<file path="src/rtl/io_bus_bridge_if.sv">
// ============================================================================
// io_bus_bridge_if
// CPU-side and peripheral-side signal bundle for io_bus_bridge.
// The "slave" modport is the bridge; "master" is whoever plays CPU and
// peripherals around it.
// Rev 1.0 - initial release
// ============================================================================
`default_nettype none

interface io_bus_bridge_if #(
  parameter int NCH = 4,
  parameter int AW  = 32,
  parameter int DW  = 16
);
  // CPU side
  logic [AW-1:0]     A;
  logic [DW-1:0]     DI;
  logic [DW-1:0]     DO;
  logic              MRQn;
  logic              RW;
  logic              BCYSTn;
  logic              IO_CEn;
  logic              READYn;
  // Peripheral side
  logic [NCH-1:0]    CSn;
  logic              RDn;
  logic              WRn;
  logic [DW-1:0]     PDO;
  logic [NCH*DW-1:0] PDI;
  logic [NCH-1:0]    BUSYn;
  logic              TOUT;

  modport slave (
    input  A, DI, MRQn, RW, BCYSTn, IO_CEn, PDI, BUSYn,
    output DO, READYn, CSn, RDn, WRn, PDO, TOUT
  );

  modport master (
    output A, DI, MRQn, RW, BCYSTn, IO_CEn, PDI, BUSYn,
    input  DO, READYn, CSn, RDn, WRn, PDO, TOUT
  );
endinterface

`default_nettype wire

</file>
<file path="src/rtl/io_bus_bridge.sv">
// ============================================================================
// io_bus_bridge
// Turns one CPU I/O bus cycle into a timed SETUP/STROBE/WAIT/HOLD access on
// one of NCH peripheral channels and answers the CPU with a READYn pulse.
// Optional build macro: IO_BRIDGE_TIMEOUT_EN (bounded WAIT + sticky TOUT).
// The interface instance must be built with the same NCH/AW/DW values.
// Rev 1.0 - initial release
// ============================================================================
`default_nettype none

module io_bus_bridge #(
  parameter int NCH         = 4,
  parameter int AW          = 32,
  parameter int DW          = 16,
  parameter int SEL_LSB     = 8,
  parameter int SETUP_CYC   = 1,
  parameter int STROBE_CYC  = 2,
  parameter int HOLD_CYC    = 1,
  parameter int TIMEOUT_CYC = 1023
) (
  input  wire logic      CLK,
  input  wire logic      RESn,
  input  wire logic      CE,
  io_bus_bridge_if.slave bus
);

  function automatic int imax(input int a, input int b);
    return (a > b) ? a : b;
  endfunction

  localparam int CW = (NCH > 1) ? $clog2(NCH) : 1;
`ifdef IO_BRIDGE_TIMEOUT_EN
  localparam int MAXC = imax(imax(SETUP_CYC, STROBE_CYC), imax(HOLD_CYC, TIMEOUT_CYC));
`else
  localparam int MAXC = imax(imax(SETUP_CYC, STROBE_CYC), HOLD_CYC);
`endif
  localparam int CNTW = $clog2(MAXC) + 1;
  localparam logic [CW:0] NCH_W = (CW+1)'(NCH);

  typedef enum logic [2:0] {
    ST_IDLE, ST_SETUP, ST_STROBE, ST_WAIT, ST_HOLD, ST_DONE
  } state_t;

  state_t            state_q;
  logic [CNTW-1:0]   cnt_q;
  logic [CW-1:0]     ch_q;
  logic              rd_q;
  logic [NCH-1:0]    csn_q;
  logic              rdn_q;
  logic              wrn_q;
  logic              readyn_q;
  logic [DW-1:0]     do_q;
  logic [DW-1:0]     pdo_q;

  logic [CW-1:0]     sel_idx;
  logic              sel_unmapped;
  logic              start;
  logic              busy_sel;
  logic [DW-1:0]     pdi_sel;
  logic              leave;
  logic [DW-1:0]     leave_val;
`ifdef IO_BRIDGE_TIMEOUT_EN
  logic              tout_q;
  logic              timed_out;
`endif

  // Active-low one-hot chip select for a channel index
  function automatic logic [NCH-1:0] cs_dec(input logic [CW-1:0] ch);
    cs_dec = '1;
    for (int i = 0; i < NCH; i++) cs_dec[i] = (ch != CW'(i));
  endfunction

  assign sel_idx      = bus.A[SEL_LSB +: CW];
  assign sel_unmapped = ({1'b0, sel_idx} >= NCH_W);
  assign start        = ~bus.BCYSTn & ~bus.MRQn & ~bus.IO_CEn;

  // Pick the latched channel's BUSYn and read data
  always_comb begin
    busy_sel = 1'b1;
    pdi_sel  = '0;
    for (int i = 0; i < NCH; i++) begin
      if (ch_q == CW'(i)) begin
        busy_sel = bus.BUSYn[i];
        pdi_sel  = bus.PDI[i*DW +: DW];
      end
    end
  end

  // Decide when the strobe ends and which value a read returns
  always_comb begin
    leave     = 1'b0;
    leave_val = pdi_sel;
`ifdef IO_BRIDGE_TIMEOUT_EN
    timed_out = 1'b0;
`endif
    case (state_q)
      ST_STROBE: leave = (cnt_q == '0) && busy_sel;
      ST_WAIT: begin
        if (busy_sel) begin
          leave = 1'b1;
        end
`ifdef IO_BRIDGE_TIMEOUT_EN
        else if (cnt_q == '0) begin
          leave     = 1'b1;
          leave_val = '1;
          timed_out = 1'b1;
        end
`endif
      end
      default: ;
    endcase
  end

  // Access sequencer with registered bus outputs; everything advances on CE only
  always_ff @(posedge CLK or negedge RESn) begin
    if (!RESn) begin
      state_q  <= ST_IDLE;
      cnt_q    <= '0;
      ch_q     <= '0;
      rd_q     <= 1'b0;
      csn_q    <= '1;
      rdn_q    <= 1'b1;
      wrn_q    <= 1'b1;
      readyn_q <= 1'b1;
      do_q     <= '0;
      pdo_q    <= '0;
`ifdef IO_BRIDGE_TIMEOUT_EN
      tout_q   <= 1'b0;
`endif
    end else if (CE) begin
      if (leave) begin
        rdn_q <= 1'b1;
        wrn_q <= 1'b1;
        if (rd_q) do_q <= leave_val;
`ifdef IO_BRIDGE_TIMEOUT_EN
        if (timed_out) tout_q <= 1'b1;
`endif
        if (HOLD_CYC > 0) begin
          state_q <= ST_HOLD;
          cnt_q   <= CNTW'(HOLD_CYC - 1);
        end else begin
          state_q  <= ST_DONE;
          csn_q    <= '1;
          readyn_q <= 1'b0;
        end
      end else begin
        case (state_q)
          ST_IDLE: begin
            if (start) begin
              ch_q  <= sel_idx;
              rd_q  <= bus.RW;
              pdo_q <= bus.DI;
              if (sel_unmapped) begin
                // Nothing answers here: finish at once with floating-bus data
                state_q  <= ST_DONE;
                readyn_q <= 1'b0;
                do_q     <= '1;
              end else if (SETUP_CYC > 0) begin
                state_q <= ST_SETUP;
                cnt_q   <= CNTW'(SETUP_CYC - 1);
                csn_q   <= cs_dec(sel_idx);
              end else begin
                state_q <= ST_STROBE;
                cnt_q   <= CNTW'(STROBE_CYC - 1);
                csn_q   <= cs_dec(sel_idx);
                rdn_q   <= ~bus.RW;
                wrn_q   <= bus.RW;
              end
            end
          end
          ST_SETUP: begin
            if (cnt_q == '0) begin
              state_q <= ST_STROBE;
              cnt_q   <= CNTW'(STROBE_CYC - 1);
              rdn_q   <= ~rd_q;
              wrn_q   <= rd_q;
            end else begin
              cnt_q <= cnt_q - CNTW'(1);
            end
          end
          ST_STROBE: begin
            // Reaching the last cycle here means the peripheral asked to wait
            if (cnt_q != '0) begin
              cnt_q <= cnt_q - CNTW'(1);
            end else begin
              state_q <= ST_WAIT;
`ifdef IO_BRIDGE_TIMEOUT_EN
              cnt_q   <= CNTW'(TIMEOUT_CYC - 1);
`endif
            end
          end
          ST_WAIT: begin
`ifdef IO_BRIDGE_TIMEOUT_EN
            cnt_q <= cnt_q - CNTW'(1);
`endif
          end
          ST_HOLD: begin
            if (cnt_q == '0) begin
              state_q  <= ST_DONE;
              csn_q    <= '1;
              readyn_q <= 1'b0;
            end else begin
              cnt_q <= cnt_q - CNTW'(1);
            end
          end
          ST_DONE: begin
            readyn_q <= 1'b1;
            state_q  <= ST_IDLE;
          end
          default: state_q <= ST_IDLE;
        endcase
      end
    end
  end

  assign bus.DO     = do_q;
  assign bus.READYn = readyn_q;
  assign bus.CSn    = csn_q;
  assign bus.RDn    = rdn_q;
  assign bus.WRn    = wrn_q;
  assign bus.PDO    = pdo_q;
`ifdef IO_BRIDGE_TIMEOUT_EN
  assign bus.TOUT   = tout_q;
`else
  assign bus.TOUT   = 1'b0;
`endif

endmodule

`default_nettype wire

</file>
<file path="src/flat_wrapper.sv">
// flat-port wrapper written by rule: the top's interface ports become plain ports
module io_bus_bridge_flat 
#(
  parameter int NCH         = 4,
  parameter int AW          = 32,
  parameter int DW          = 16,
  parameter int SEL_LSB     = 8,
  parameter int SETUP_CYC   = 1,
  parameter int STROBE_CYC  = 2,
  parameter int HOLD_CYC    = 1,
  parameter int TIMEOUT_CYC = 1023
)
  (CLK, RESn, CE, bus_A, bus_DI, bus_MRQn, bus_RW, bus_BCYSTn, bus_IO_CEn, bus_PDI, bus_BUSYn, bus_DO, bus_READYn, bus_CSn, bus_RDn, bus_WRn, bus_PDO, bus_TOUT);
  io_bus_bridge_if #(.NCH(NCH), .AW(AW), .DW(DW)) bus_i ();
  input  wire logic CLK;
  input  wire logic RESn;
  input  wire logic CE;
  input wire logic [$bits(bus_i.A)-1:0] bus_A;
  input wire logic [$bits(bus_i.DI)-1:0] bus_DI;
  input wire logic [$bits(bus_i.MRQn)-1:0] bus_MRQn;
  input wire logic [$bits(bus_i.RW)-1:0] bus_RW;
  input wire logic [$bits(bus_i.BCYSTn)-1:0] bus_BCYSTn;
  input wire logic [$bits(bus_i.IO_CEn)-1:0] bus_IO_CEn;
  input wire logic [$bits(bus_i.PDI)-1:0] bus_PDI;
  input wire logic [$bits(bus_i.BUSYn)-1:0] bus_BUSYn;
  output wire logic [$bits(bus_i.DO)-1:0] bus_DO;
  output wire logic [$bits(bus_i.READYn)-1:0] bus_READYn;
  output wire logic [$bits(bus_i.CSn)-1:0] bus_CSn;
  output wire logic [$bits(bus_i.RDn)-1:0] bus_RDn;
  output wire logic [$bits(bus_i.WRn)-1:0] bus_WRn;
  output wire logic [$bits(bus_i.PDO)-1:0] bus_PDO;
  output wire logic [$bits(bus_i.TOUT)-1:0] bus_TOUT;
  assign bus_i.A = bus_A;
  assign bus_i.DI = bus_DI;
  assign bus_i.MRQn = bus_MRQn;
  assign bus_i.RW = bus_RW;
  assign bus_i.BCYSTn = bus_BCYSTn;
  assign bus_i.IO_CEn = bus_IO_CEn;
  assign bus_i.PDI = bus_PDI;
  assign bus_i.BUSYn = bus_BUSYn;
  assign bus_DO = bus_i.DO;
  assign bus_READYn = bus_i.READYn;
  assign bus_CSn = bus_i.CSn;
  assign bus_RDn = bus_i.RDn;
  assign bus_WRn = bus_i.WRn;
  assign bus_PDO = bus_i.PDO;
  assign bus_TOUT = bus_i.TOUT;
  io_bus_bridge #(.NCH(NCH), .AW(AW), .DW(DW), .SEL_LSB(SEL_LSB), .SETUP_CYC(SETUP_CYC), .STROBE_CYC(STROBE_CYC), .HOLD_CYC(HOLD_CYC), .TIMEOUT_CYC(TIMEOUT_CYC)) u_core (.CLK(CLK), .RESn(RESn), .CE(CE), .bus(bus_i));
endmodule
</file>
<file path="config.mk">
export PLATFORM = sky130hd
export DESIGN_NAME = io_bus_bridge_flat
export DESIGN_NICKNAME = d
export VERILOG_FILES = /design/src/rtl/io_bus_bridge_if.sv /design/src/rtl/io_bus_bridge.sv /design/src/flat_wrapper.sv
export SDC_FILE = /design/constraint.sdc
export NUM_CORES = 1
export LEC_CHECK = 0
export BUFFER_PORTS_ARGS = -buffer_cell sky130_fd_sc_hd__buf_2
export CAP_MARGIN = 20
export CORE_ASPECT_RATIO = 2
export CORE_MARGIN = 10
export CORE_UTILIZATION = 40
export DETAILED_ROUTE_END_ITERATION = 10
export PLACE_DENSITY = 0.87
export SYNTH_ARGS = -nofsm -noshare
export SYNTH_HDL_FRONTEND = slang
export SYNTH_SLANG_ARGS = --single-unit
export TNS_END_PERCENT = 30
</file>
<file path="constraint.sdc">
create_clock -name CLK -period 6.4 [get_ports CLK]
set_clock_uncertainty 0.1 [all_clocks]
set_input_delay 0.32 -clock CLK [delete_from_list [all_inputs] [get_ports CLK]]
set_output_delay 0.32 -clock CLK [all_outputs]
set_load 0.005 [all_outputs]
</file>
=== After elaboration in Yosys (flattened, before gate mapping) ===
Index checks and enable logic that the tools add are counted.

* Muxes and demuxes: 33
* Add/subtract/negate cells: 1
* Equal/unequal tests: 20
* Bitwise gates (word level): 7
* Reduce and logical (&&, ||, !) cells: 18

{| class="wikitable"
|+ Operators with widths
! operator !! number
|-
| 2-to-1 mux 16 bit || 4
|-
| 2-to-1 mux 3 bit || 5
|-
| case mux 3 bit (5 select lines) || 1
|-
| 2-to-1 mux 1 bit || 12
|-
| != test 3 x 1 -> 1 bit (second input constant) || 4
|-
| nonzero test 2 bit || 6
|-
| 2-to-1 mux 2 bit || 5
|-
| AND reduction 5 bit || 2
|-
| 2-to-1 mux 4 bit || 2
|-
| != test 2 x 1 -> 1 bit (second input constant) || 4
|-
| case mux 2 bit (4 select lines) || 1
|-
| case mux 4 bit (2 select lines) || 1
|-
| AND reduction 4 bit || 2
|-
| equality test 3 x 2 -> 1 bit (second input constant) || 2
|-
| equality test 3 bit (second input constant) || 2
|-
| != test 3 x 2 -> 1 bit (second input constant) || 2
|-
| AND reduction 3 bit || 2
|-
| AND reduction 6 bit || 1
|-
| inverter 1 bit || 5
|-
| nonzero test 5 bit || 1
|-
| equality test 2 bit (second input constant) || 2
|-
| zero test 2 bit || 2
|-
| != test 2 bit (second input constant) || 2
|-
| case mux 1 bit (2 select lines) || 2
|-
| 6 further kinds || 7
|}

* Output and inout port bits: 40
* Flip-flop bits (word level): 47

=== Depth between registers and ports, before layout ===
* Depth in word-level cells: 9
* Mapped depth: 6

=== Worst setup path after synthesis ===
Ideal clock, no wire load.

* Path kind: register to register
* Start: register u_core.ch_q[0]
* End: register u_core.do_q[10] (netlist: u_core.bus.DO[10])
* Path slack: 4.356 ns
* Setup time: 0.125 ns
* Required time: 6.175 ns
* Stages on the path, launching flop included: 5
* Data arrival time: 1.819 ns
* Cell sequence: dfrtp_1 buf_4 buf_1 mux4_2 mux2_4

* Longest elaborated chain between the ends: 8

{| class="wikitable"
|+ Ends and longest elaborated chain
! item !! line !! source
|-
| from (decl) || io_bus_bridge.sv:46 || <nowiki>logic [CW-1:0] ch_q;</nowiki>
|-
| from (signal assigned) || io_bus_bridge.sv:150 || <nowiki>ch_q <= sel_idx;</nowiki>
|-
| zero test 2 bit || io_bus_bridge.sv:82 || <nowiki>if (ch_q == CW'(i)) begin</nowiki>
|-
| 2-to-1 mux 1 bit (4 in a row) || io_bus_bridge.sv:82 ||
|-
| 2-to-1 mux 1 bit or logical AND 1 bit (tied branches) || io_bus_bridge.sv:99, io_bus_bridge.sv:97 ||
|-
| case mux 1 bit (2 select lines) || io_bus_bridge.sv:96 || <nowiki>case (state_q)</nowiki>
|-
| AND reduction 3 bit (no line) || -- ||
|-
| to (signal assigned) || io_bus_bridge.sv:134 || <nowiki>if (rd_q) do_q <= leave_val;</nowiki>
|-
| to (decl) || io_bus_bridge.sv:52 || <nowiki>logic [DW-1:0] do_q;</nowiki>
|}

Several ways; a longest one is shown, not always the timed one.
A chain may end at the register's enable or synchronous reset.

=== Final worst setup path ===
* Start: register u_core.state_q[0]
* End: register u_core.pdo_q[1] (netlist: u_core.bus.PDO[1])

* Longest elaborated chain between the ends: 4

{| class="wikitable"
|+ Ends and longest elaborated chain
! item !! line !! source
|-
| from (decl) || io_bus_bridge.sv:44 || <nowiki>state_t state_q;</nowiki>
|-
| from (signal assigned) || io_bus_bridge.sv:117 || <nowiki>state_q <= ST_IDLE;</nowiki>
|-
| from (signal assigned) || io_bus_bridge.sv:139 || <nowiki>state_q <= ST_HOLD;</nowiki>
|-
| from (signal assigned) || io_bus_bridge.sv:142 || <nowiki>state_q <= ST_DONE;</nowiki>
|-
| equality test 3 x 2 -> 1 bit || io_bus_bridge.sv:96 ||
|-
| case mux 1 bit (2 select lines) || io_bus_bridge.sv:96 ||
|-
| inverter 1 bit (no line) || -- ||
|-
| AND reduction 4 bit (no line) (*) || -- ||
|-
| to (signal assigned) || io_bus_bridge.sv:152 || <nowiki>pdo_q <= bus.DI;</nowiki>
|-
| to (decl) || io_bus_bridge.sv:53 || <nowiki>logic [DW-1:0] pdo_q;</nowiki>
|}

Every way passes the cells marked *; elsewhere a longest branch is shown, timed or not.

==> impl_metrics.env <==
export IMPL_status="complete, no violations"
export IMPL_rows=41
export IMPL_synth_top_area_share_pct=39.3
export IMPL_routed_via_count=2023
export IMPL_dpl_instance_area_um2=3240
export IMPL_syn_area_um2=2540
export IMPL_avgSynthCellArea_um2=14.4
export IMPL_finalHoldViolCount=0
export IMPL_crit_arrival_ns=2.57
export IMPL_clock_latency_ns=0.29
export IMPL_p_leak_nw=1.79
export IMPL_synthesis_nets=302
export IMPL_regArea_um2=1180
export IMPL_synthArstFlopShare_pct=100
export IMPL_grt_pass1_wl_um=11800
export IMPL_power_density_nw_per_um2=430
export IMPL_path_buf_inv=0
export IMPL_hold_class="input pin to flop"
export IMPL_multi_input_area_um2=1260
export IMPL_rsz0062_at_grt="no"
export IMPL_postCtsResizedCells=0
export IMPL_critical_path_top_delay_family="simple AND/OR/NAND/NOR gates"
export IMPL_grt_overflow=0
export IMPL_cts_sinks=47
export IMPL_grt_use_met2_pct=28.0
export IMPL_vdd_drop_max_uv=184
export IMPL_antenna_found_initial=2
export IMPL_crit_chain="or3b_1 -> or3_1 -> mux2_1"
export IMPL_io_pins=163
export IMPL_dpl_hpwl_um=5940
export IMPL_slew_headroom_pct=28.5
export IMPL_die_area_um2=10100
export IMPL_gr_usage_met1_pct=12.7
export IMPL_fill_cells=584
export IMPL_setup_viol=0
export IMPL_worst_path_max_fanout=19
export IMPL_max_freq_mhz=401
export IMPL_final_layout_size_suffix_gt1_share_pct=59.9
export IMPL_finalSetupTns_ns=0
export IMPL_crit_type="flop to flop"
export IMPL_slew_viol_final=0
export IMPL_cts_tree="done"
export IMPL_routed_wl_um=7340
export IMPL_drtIter0Drc=98
export IMPL_synth_largest_area_cell="dfrtp_1"
export IMPL_core_um2=6260
export IMPL_critPathCaptureType="flop"
export IMPL_start_util_pct=40.7
export IMPL_required_ns=6.47
export IMPL_worst_setup_path_start_kind="flop"
export IMPL_die_w_um=76.4
export IMPL_yosysSeqAreaShare_pct=46.6
export IMPL_grt_start_max_net_pins=48
export IMPL_max_cap_viol_count=0
export IMPL_tritoncts_num_buffers=5
export IMPL_die_h_um=133
export IMPL_synth_area_leaders="dfrtp_1, mux4_2, mux2_4"
export IMPL_synth_edf_count=0
export IMPL_synth_cells=177
export IMPL_diodes=0
export IMPL_drt_wirelength_per_cell_um=18.7
export IMPL_nets=431
export IMPL_cts_clk_slew_worst_paths_ns=0.07
export IMPL_drc=0
export IMPL_track_usage_pct=14.5
export IMPL_via_per_inst=5.15
export IMPL_first_pass_iters=4
export IMPL_use_met3_pct=5.63
export IMPL_netlist_cell_type_count=41
export IMPL_port_buffers=131
export IMPL_synthFlopType="dfrtp_1"
export IMPL_crit_slowest_cell="or3_1"
export IMPL_syn_to_final_growth_pct=35.3
export IMPL_first_global_vias=2355
export IMPL_ant_nets=0
export IMPL_synth_seq_cells=47
export IMPL_synth_warnings=0
export IMPL_final_area_um2=3440
export IMPL_finalCritPeriodShare_pct=39.0
export IMPL_tightestPinTransition_ns=1.07
export IMPL_root_buffer="clkbuf_16"
export IMPL_finalCriticalPeriod_ns=2.50
export IMPL_globalplace_congestion=0.830
export IMPL_cts_buffer_depth=2
export IMPL_busiest_layer="met2"
export IMPL_critical_path_max_stage_delay_ns=0.76
export IMPL_cts_htree_levels=2
registers in the layout (all words and copies together) (netlist names):
name,cells
u_core.bus.CSn,4
u_core.bus.DO,16
u_core.bus.PDO,16
u_core.bus.RDn,1
u_core.bus.READYn,1
u_core.bus.WRn,1
u_core.ch_q,2
u_core.cnt_q,2
u_core.rd_q,1
u_core.state_q,3
per-layer routing:
metal / vias to the layer above / part of all wire, %
met5: - / 0.19
met4: 4 / 2.2
met3: 14 / 7.5
met2: 88 / 57
met1: 988 / 33
li1: 929 / -
synthesized netlist by cell type (all sizes together), types with 3 or more instances:
cell type / instances
mux4: 17
nor2: 4
inv: 8
dfstp: 7
nor3: 3
a21o: 3
nand2: 7
buf: 8
mux2: 35
a31oi: 4
o31ai: 3
o21ai: 5
dfrtp: 40
clkbuf: 4
worst paths after layout:
path | from | endpoint | slack, ns | cells after the start
max | u_core.state_q[0] | u_core.bus.PDO[1] | 3.90 | 3
min | bus_DI[7] | u_core.bus.PDO[7] | 0.14 | 2
max reg2reg | u_core.state_q[0] | u_core.bus.PDO[1] | 3.90 | 3
min reg2reg | u_core.bus.WRn | u_core.bus.WRn | 0.37 | 2
max in group asynchronous | RESn | u_core.bus.CSn[2] | 5.19 | 3
min in group asynchronous | RESn | u_core.bus.PDO[5] | 0.41 | 2
layout by cell type (no fill, tap or decap), types with 2 or more instances in the layout:
cell type / count
buf_2: 131
dfrtp_1: 40
mux2_4: 20
mux2_1: 15
mux4_2: 14
inv_1: 8
nand2_1: 7
dfstp_2: 7
o21ai_0: 5
clkbuf_16: 5
a31oi_1: 4
nor2_1: 4
o31ai_1: 3
nor3_1: 3
a21o_1: 3
mux4_1: 3
or3_1: 2
nor2b_1: 2
and3_1: 2
xnor2_1: 2
o2bb2ai_1: 2
a21oi_1: 2
a32oi_1: 2
ha_1: 2
final cells by class:
cell class | instances | area share [%]
clock buffers | 5 | 3.63
flip-flops and latches | 47 | 34.4
well taps | 86 | 3.12
repair buffers | 134 | 20.1
inverters | 8 | 0.872
multi-input cells | 110 | 36.5
clock inverters | 3 | 1.34
repair_timing:
item,CTS,global route
hold endpoints to repair,0,19
hold buffers,0,1
setup buffers,0,0
report_power, final:
group | switching, mW | leakage (nW) | internal (mW)
clock | 0.114 | 0.0804 | 0.186
combinational | 0.249 | 1.12 | 0.362
sequential | 0.128 | 0.590 | 0.442
cells by family (layout without fill, tap and decap cells):
logic type,Yosys count,count (layout),synth area share (%)
multiplexers,52,52,33.9
flip-flops,47,47,46.6
AO/OA/AOI/OAI,28,28,7.92
AND/OR/NAND/NOR,25,25,5.70
buffers and inverters,20,150,4.08
adder cells (fa/ha/maj),2,2,0.983
XOR/XNOR,2,2,0.688
other,1,1,0.147
stage by stage:
step                      total power [mW]  util (%)  hold slack (ns)  instances  worst slack (ns)
after floorplan                      0.955         -          -0.0756        177              4.36
after global placement                1.15      51.8            0.346        383              3.98
after detailed placement              1.19      51.8            0.355        383              3.93
after CTS                             1.50      54.5            0.131        391              3.91
after global routing                  1.58      55.0            0.128        393              3.82
final                                 1.48      55.0            0.135        393              3.90
(Power assumes the default switching activity.)
